**src/rtl/onchip_memory_seq_master.sv**
```systemverilog
// Avalon-MM sequencer for the 16-bit on-chip memory: fills a word range with an
// incrementing pattern or reads it back and counts mismatches against that pattern.
module onchip_memory_seq_master #(
    parameter int unsigned ADDR_W = 15,
    parameter int unsigned DATA_W = 16,
    parameter int unsigned BE_W   = DATA_W / 8,
    parameter int unsigned LEN_W  = 16,
    parameter int unsigned ERR_W  = 16
) (
    input  logic              clk,
    input  logic              reset,
    input  logic              start,
    input  logic              op,
    input  logic [ADDR_W-1:0] base_addr,
    input  logic [LEN_W-1:0]  length,
    input  logic [DATA_W-1:0] seed,
    input  logic [BE_W-1:0]   byte_mask,
    input  logic              abort,
    output logic              busy,
    output logic              done,
    output logic              aborted,
    output logic [ERR_W-1:0]  err_count,
    output logic [ADDR_W-1:0] first_err_addr,
    output logic [ADDR_W-1:0] mem_address,
    output logic [BE_W-1:0]   mem_byteenable,
    output logic              mem_chipselect,
    output logic              mem_write,
    output logic [DATA_W-1:0] mem_writedata,
    output logic              mem_clken,
    input  logic [DATA_W-1:0] mem_readdata
);

    typedef enum logic [2:0] {
        ST_IDLE,
        ST_FILL,
        ST_READ,
        ST_DRAIN,
        ST_FINISH
    } state_e;

    state_e              state_q, state_d;
    logic [LEN_W-1:0]    remain_q, remain_d;
    logic                abort_hit_q, abort_hit_d;
    logic [BE_W-1:0]     mask_q, mask_d;
    logic                cmp_valid_q, cmp_valid_d;
    logic [DATA_W-1:0]   cmp_exp_q, cmp_exp_d;
    logic [ADDR_W-1:0]   cmp_addr_q, cmp_addr_d;
    logic                busy_q, busy_d;
    logic                done_q, done_d;
    logic                aborted_q, aborted_d;
    logic [ERR_W-1:0]    err_count_q, err_count_d;
    logic [ADDR_W-1:0]   first_err_addr_q, first_err_addr_d;
    logic [ADDR_W-1:0]   mem_address_q, mem_address_d;
    logic [BE_W-1:0]     mem_byteenable_q, mem_byteenable_d;
    logic                mem_chipselect_q, mem_chipselect_d;
    logic                mem_write_q, mem_write_d;
    logic [DATA_W-1:0]   mem_writedata_q, mem_writedata_d;

    // Next-state logic; bus outputs are derived from the next state so they are
    // registered yet line up with the cycle the access belongs to.
    always_comb begin
        state_d          = state_q;
        remain_d         = remain_q;
        abort_hit_d      = abort_hit_q;
        mask_d           = mask_q;
        aborted_d        = aborted_q;
        err_count_d      = err_count_q;
        first_err_addr_d = first_err_addr_q;
        mem_address_d    = mem_address_q;
        mem_writedata_d  = mem_writedata_q;
        cmp_valid_d      = (state_q == ST_READ);
        cmp_exp_d        = mem_writedata_q;
        cmp_addr_d       = mem_address_q;

        // Read issued last cycle returns data now
        if (cmp_valid_q && (mem_readdata != cmp_exp_q)) begin
            if (err_count_q == '0) begin
                first_err_addr_d = cmp_addr_q;
            end
            if (err_count_q != {ERR_W{1'b1}}) begin
                err_count_d = err_count_q + ERR_W'(1);
            end
        end

        case (state_q)
            ST_IDLE: begin
                if (start) begin
                    aborted_d        = 1'b0;
                    err_count_d      = '0;
                    first_err_addr_d = '0;
                    abort_hit_d      = 1'b0;
                    mask_d           = byte_mask;
                    mem_address_d    = base_addr;
                    mem_writedata_d  = seed;
                    remain_d         = length;
                    if (length == '0) begin
                        state_d = ST_FINISH;
                    end else begin
                        state_d = op ? ST_READ : ST_FILL;
                    end
                end
            end
            ST_FILL, ST_READ: begin
                if (abort || (remain_q == LEN_W'(1))) begin
                    state_d     = (state_q == ST_FILL) ? ST_FINISH : ST_DRAIN;
                    abort_hit_d = abort_hit_q | abort;
                end else begin
                    mem_address_d   = mem_address_q + ADDR_W'(1);
                    mem_writedata_d = mem_writedata_q + DATA_W'(1);
                    remain_d        = remain_q - LEN_W'(1);
                end
            end
            ST_DRAIN:  state_d = ST_FINISH;
            ST_FINISH: state_d = ST_IDLE;
            default:   state_d = ST_IDLE;
        endcase

        if ((state_d == ST_FINISH) && (state_q != ST_FINISH)) begin
            aborted_d = abort_hit_d;
        end

        busy_d           = (state_d != ST_IDLE);
        done_d           = (state_d == ST_FINISH);
        mem_chipselect_d = (state_d == ST_FILL) || (state_d == ST_READ);
        mem_write_d      = (state_d == ST_FILL);
        if (state_d == ST_FILL) begin
            mem_byteenable_d = mask_d;
        end else if (state_d == ST_READ) begin
            mem_byteenable_d = {BE_W{1'b1}};
        end else begin
            mem_byteenable_d = '0;
        end
    end

    always_ff @(posedge clk) begin
        if (reset) begin
            state_q          <= ST_IDLE;
            remain_q         <= '0;
            abort_hit_q      <= 1'b0;
            mask_q           <= '0;
            cmp_valid_q      <= 1'b0;
            cmp_exp_q        <= '0;
            cmp_addr_q       <= '0;
            busy_q           <= 1'b0;
            done_q           <= 1'b0;
            aborted_q        <= 1'b0;
            err_count_q      <= '0;
            first_err_addr_q <= '0;
            mem_address_q    <= '0;
            mem_byteenable_q <= '0;
            mem_chipselect_q <= 1'b0;
            mem_write_q      <= 1'b0;
            mem_writedata_q  <= '0;
        end else begin
            state_q          <= state_d;
            remain_q         <= remain_d;
            abort_hit_q      <= abort_hit_d;
            mask_q           <= mask_d;
            cmp_valid_q      <= cmp_valid_d;
            cmp_exp_q        <= cmp_exp_d;
            cmp_addr_q       <= cmp_addr_d;
            busy_q           <= busy_d;
            done_q           <= done_d;
            aborted_q        <= aborted_d;
            err_count_q      <= err_count_d;
            first_err_addr_q <= first_err_addr_d;
            mem_address_q    <= mem_address_d;
            mem_byteenable_q <= mem_byteenable_d;
            mem_chipselect_q <= mem_chipselect_d;
            mem_write_q      <= mem_write_d;
            mem_writedata_q  <= mem_writedata_d;
        end
    end

    assign busy           = busy_q;
    assign done           = done_q;
    assign aborted        = aborted_q;
    assign err_count      = err_count_q;
    assign first_err_addr = first_err_addr_q;
    assign mem_address    = mem_address_q;
    assign mem_byteenable = mem_byteenable_q;
    assign mem_chipselect = mem_chipselect_q;
    assign mem_write      = mem_write_q;
    assign mem_writedata  = mem_writedata_q;
    assign mem_clken      = 1'b1;

endmodule

```
**config.mk**
```make
export PLATFORM = sky130hd
export DESIGN_NAME = onchip_memory_seq_master
export DESIGN_NICKNAME = d
export VERILOG_FILES = /design/src/rtl/onchip_memory_seq_master.sv
export SDC_FILE = /design/constraint.sdc
export NUM_CORES = 1
export LEC_CHECK = 0
export BUFFER_PORTS_ARGS = -buffer_cell sky130_fd_sc_hd__buf_2
export CAP_MARGIN = 5
export CORE_ASPECT_RATIO = 1.4
export CORE_MARGIN = 2
export CORE_UTILIZATION = 35
export DETAILED_ROUTE_END_ITERATION = 6
export PLACE_DENSITY = 0.56
export SLEW_MARGIN = 20
export SYNTH_ARGS = -nofsm -noshare
export SYNTH_HDL_FRONTEND = slang
export SYNTH_SLANG_ARGS = --single-unit
```
**constraint.sdc**
```tcl
create_clock -name clk -period 4.4 [get_ports clk]
set_clock_uncertainty 0.05 [all_clocks]
set_input_delay 0.44 -clock clk [delete_from_list [all_inputs] [get_ports clk]]
set_output_delay 0.44 -clock clk [all_outputs]
set_load 0.05 [all_outputs]
```
==> run_results.csv <==
group,metric,value,unit
status,status,"completed",
global_routing,grt_max_degree,55,
timing,setup_tns,0,ns
die,fp.dieArea,18200,sq um
timing,hold_viol,0,
clock_network,cts_root_buf,"clkbuf_16",
power_and_ir_drop,p_clk_frac,0.382,
power_and_ir_drop,power,3340,uW
logic_synthesis,ys_top_cells_by_area,"dfxtp_1 41%, nand2_1 6.5%, a21oi_1 5.2%",
global_routing,overflow,0,
detailed_routing,drc,0,
global_routing,grt_use_total,0.199,
logic_synthesis,synth-async-reset-ratio,0,
worst_setup_path,r2r-end,"mem_writedata[15]$_SDFFE_PP0P_",
timing,drv_slew,0,
worst_setup_path,reg2reg_depth,5,
clock_network,cts-resized-gates,0,
timing,rsz0062_at_grt,"false",
clock_network,insertion_delay,0.41,ns
worst_setup_path,crit_fanout,20,
worst_hold_path,hold_end,"mem_address[11]$_SDFFE_PP0P_",
place,dp_cells,1030,
timing,maxSlewHeadroom,0.343,
cells_and_area,final_area,7340,sq um
timing,setup_violations,0,
global_routing,antenna_found_initial,0,
detailed_routing,drt_iter0_markers,399,
worst_setup_path,path_cells,"or4_1 > nor2_2 > a31o_1 > nor2_1 > a221o_1",
power_and_ir_drop,seqPwrFrac,0.389,
place,dpl_worst_slack,1.69,ns
cells_and_area,finish.net_count,922,
place,place.port_buffers,138,
clock_network,post_cts.repair.setup_buffers,0,
worst_setup_path,cpPeakStageDelay,0.65,ns
power_and_ir_drop,power_density,455,nW/um^2
place,place.gp.congestion,0.885,
worst_setup_path,r2r-start,"remain_q[2]$_SDFFE_PP0P_",
worst_setup_path,worstPathRequired,4.64,ns
logic_synthesis,synthTopCellsByCount,"123 x dfxtp_1, 103 x nand2_1, 62 x a21oi_1",
power_and_ir_drop,leakagePower,0.00305,uW
cells_and_area,area_growth,22.8,%
clock_network,h-tree-depth,4,
clock_network,cts_tree,"yes",
worst_hold_path,hold-path-cell-count,3,
worst_setup_path,path_delay_family,"simple AND/OR/NAND/NOR gates",
die,rows,56,
worst_setup_path,cp_data_arrival_time,2.94,ns
die,io_pins,140,
power_and_ir_drop,pwr-share-comb,0.229,
detailed_routing,dr_total_vias,5744,
timing,period_share,0.613,
global_routing,grt_pass1_wl,28400,um
global_routing,grt_pass1_vias,5498,
logic_synthesis,synth_top_area_cell,"dfxtp_1",
clock_network,cts_made_buffers,17,
detailed_routing,wl,17800,um
logic_synthesis,synthCells,726,
logic_synthesis,synthesis.nets,802,
logic_synthesis,synth_warnings,0,
worst_setup_path,crit_type,"reg2reg",
timing,setup_ws,1.70,ns
die,coreArea,16700,sq um
timing,period_needed,2.70,ns
cells_and_area,drive_above_1_share,0.228,
logic_synthesis,synth.distinct_cells,63,
cells_and_area,stdcell_count,1062,
detailed_routing,viasPerCell,5.41,
worst_setup_path,critical-path-slowest-cell,"a31o_1",
power_and_ir_drop,internal_power,2200,uW
clock_network,clockBufferDepth,2,
logic_synthesis,yosysSeqAreaShare,0.412,
logic_synthesis,netlist_area,5980,sq um
flow_run,drv_cap,0,
timing,fmax,0.371,GHz
logic_synthesis,synth_edf_count,0,
detailed_routing,wl_per_cell,16.7,um
worst_setup_path,r2r_slack,1.70,ns
die,chipWidth,114,um
power_and_ir_drop,peakVddDrop,0.000218,V
place,postPlaceCellArea,6800,sq um
logic_synthesis,synth_flop_cell,"dfxtp_1",
clock_network,cts_sinks,123,
cells_and_area,fillers,1772,
logic_synthesis,yosys.cell_count.top_type,"dfxtp_1",
worst_setup_path,crit_buf_inv,0,
worst_hold_path,min-delay-start,"base_addr[11]",
power_and_ir_drop,p_switching,1140,uW
detailed_routing,dr.pass1.iters,5,
logic_synthesis,avgSynthCellArea,8.23,sq um
power_and_ir_drop,switching_share,0.341,
logic_synthesis,yosysTopAreaCellShare,0.412,
clock_network,cts_hold_buf,0,
worst_setup_path,cp-end-kind,"flip-flop",
die,start_util,0.357,
detailed_routing,ant_nets,0,
cells_and_area,diodes,0,
worst_hold_path,hold_path_class,"in2reg",
timing,tightestPinTransition,0.983,ns
clock_network,clkTransAtPathRegs,0.06,ns
worst_setup_path,crit_path_start_kind,"flip-flop",
place,place_hpwl,13000,um
die,fp.dieH,159,um
logic_synthesis,ys_ff_latch,123,
==> placed cells by master (no fill, tap or decap), drive strengths merged, types with 4 or more instances in the layout <==
cell type	synthesis	routed
o22ai	10	10
or4	14	14
a21o	7	7
o21ai	30	30
nor4	20	20
dfxtp	123	123
nand3	17	17
inv	21	23
or3	10	10
nor2	38	38
nand2	103	103
nor3	26	26
a211oi	4	4
buf	18	148
ha	6	6
xor2	16	16
clkbuf	29	20
mux2i	21	21
a21oi	62	62
or2	9	9
clkinv	1	5
clkinvlp	0	6
and3	9	9
a32o	6	6
a31oi	4	4
nor2b	21	21
o32ai	6	6
nand4	12	12
o31a	4	4
o31ai	18	18
and4	9	9
and2	12	12
==> worst max path at each step <==
stage                     cells after the start  slack [ns]                              to                      from
after global placement                        5        1.77  mem_writedata[15]$_SDFFE_PP0P_  remain_q[2]$_SDFFE_PP0P_
final                                         5        1.70  mem_writedata[15]$_SDFFE_PP0P_  remain_q[2]$_SDFFE_PP0P_
after CTS                                     5        1.69  mem_writedata[15]$_SDFFE_PP0P_  remain_q[2]$_SDFFE_PP0P_
after floorplan                               5        2.14        err_count[14]$_SDFF_PP0_   err_count[2]$_SDFF_PP0_
after global routing                          6        1.46    mem_address[13]$_SDFFE_PP0P_  remain_q[2]$_SDFFE_PP0P_
after detailed placement                      5        1.69  mem_writedata[13]$_SDFFE_PP0P_  remain_q[2]$_SDFFE_PP0P_
==> through the flow <==
step	util	hold slack, ns
2_1_floorplan	-	0.374
3_3_place_gp	0.406	0.380
3_5_place_dp	0.406	0.385
4_1_cts	0.438	0.235
5_1_grt	0.438	0.244
6_report	0.438	0.247
==> per-layer routing <==
metal / part of all wire / global-route usage / routed length (um) / vias to the layer above
met3: 0.041 / 0.0335 / 737 / 14
met5: 0 / 0 / 0 / -
li1: - / - / - / 2887
met2: 0.50 / 0.340 / 8910 / 148
met4: 0.011 / 0.0656 / 204 / 0
met1: 0.45 / 0.253 / 7920 / 2695
==> sequential cells by signal, summed over array words and instances, names as in the netlist, 2 cells and up <==
name / count
cmp_addr_q: 15
mem_byteenable: 2
state_q: 3
mem_address: 15
err_count: 16
mask_q: 2
first_err_addr: 15
cmp_exp_q: 16
mem_writedata: 16
remain_q: 16
==> kinds of logic after synthesis <==
family | after synthesis | share of synthesized area
DFF | 123 | 0.412
and+or+nand+nor | 310 | 0.269
xor gates and xnor gates | 17 | 0.0249
muxes | 21 | 0.0352
other | 1 | 0.000627
buffers and inverters | 69 | 0.0502
adders and majority gates | 6 | 0.0126
AOI/OAI and AO/OA | 179 | 0.196
==> power by group through the flow <==
| stage | sequential [uW] | clock [uW] | combinational [uW] |
|---|---|---|---|
| floorplan | 1440 | 0 | 435 |
| global placement | 1330 | 0 | 765 |
| detailed placement | 1320 | 0 | 765 |
| CTS | 1300 | 1310 | 767 |
| global route | 1310 | 1350 | 840 |
| finish | 1300 | 1280 | 765 |
==> cell type report <==
type                       count  area [sq um]  share of cell area
inverter                      22          82.6              0.0112
tap                          203           254              0.0346
multi-input combinational    534          3220               0.438
timing repair buffer         148           778               0.106
clock buffer                  20           457              0.0622
sequential                   123          2460               0.335
clock inverter                12          90.1              0.0123
==> tightest hold or removal path, cell delays in order <==
cell and delay, ns:
buf_2 0.08, a21oi_1 0.06, o2bb2ai_1 0.11
(Power assumes the default switching activity.)
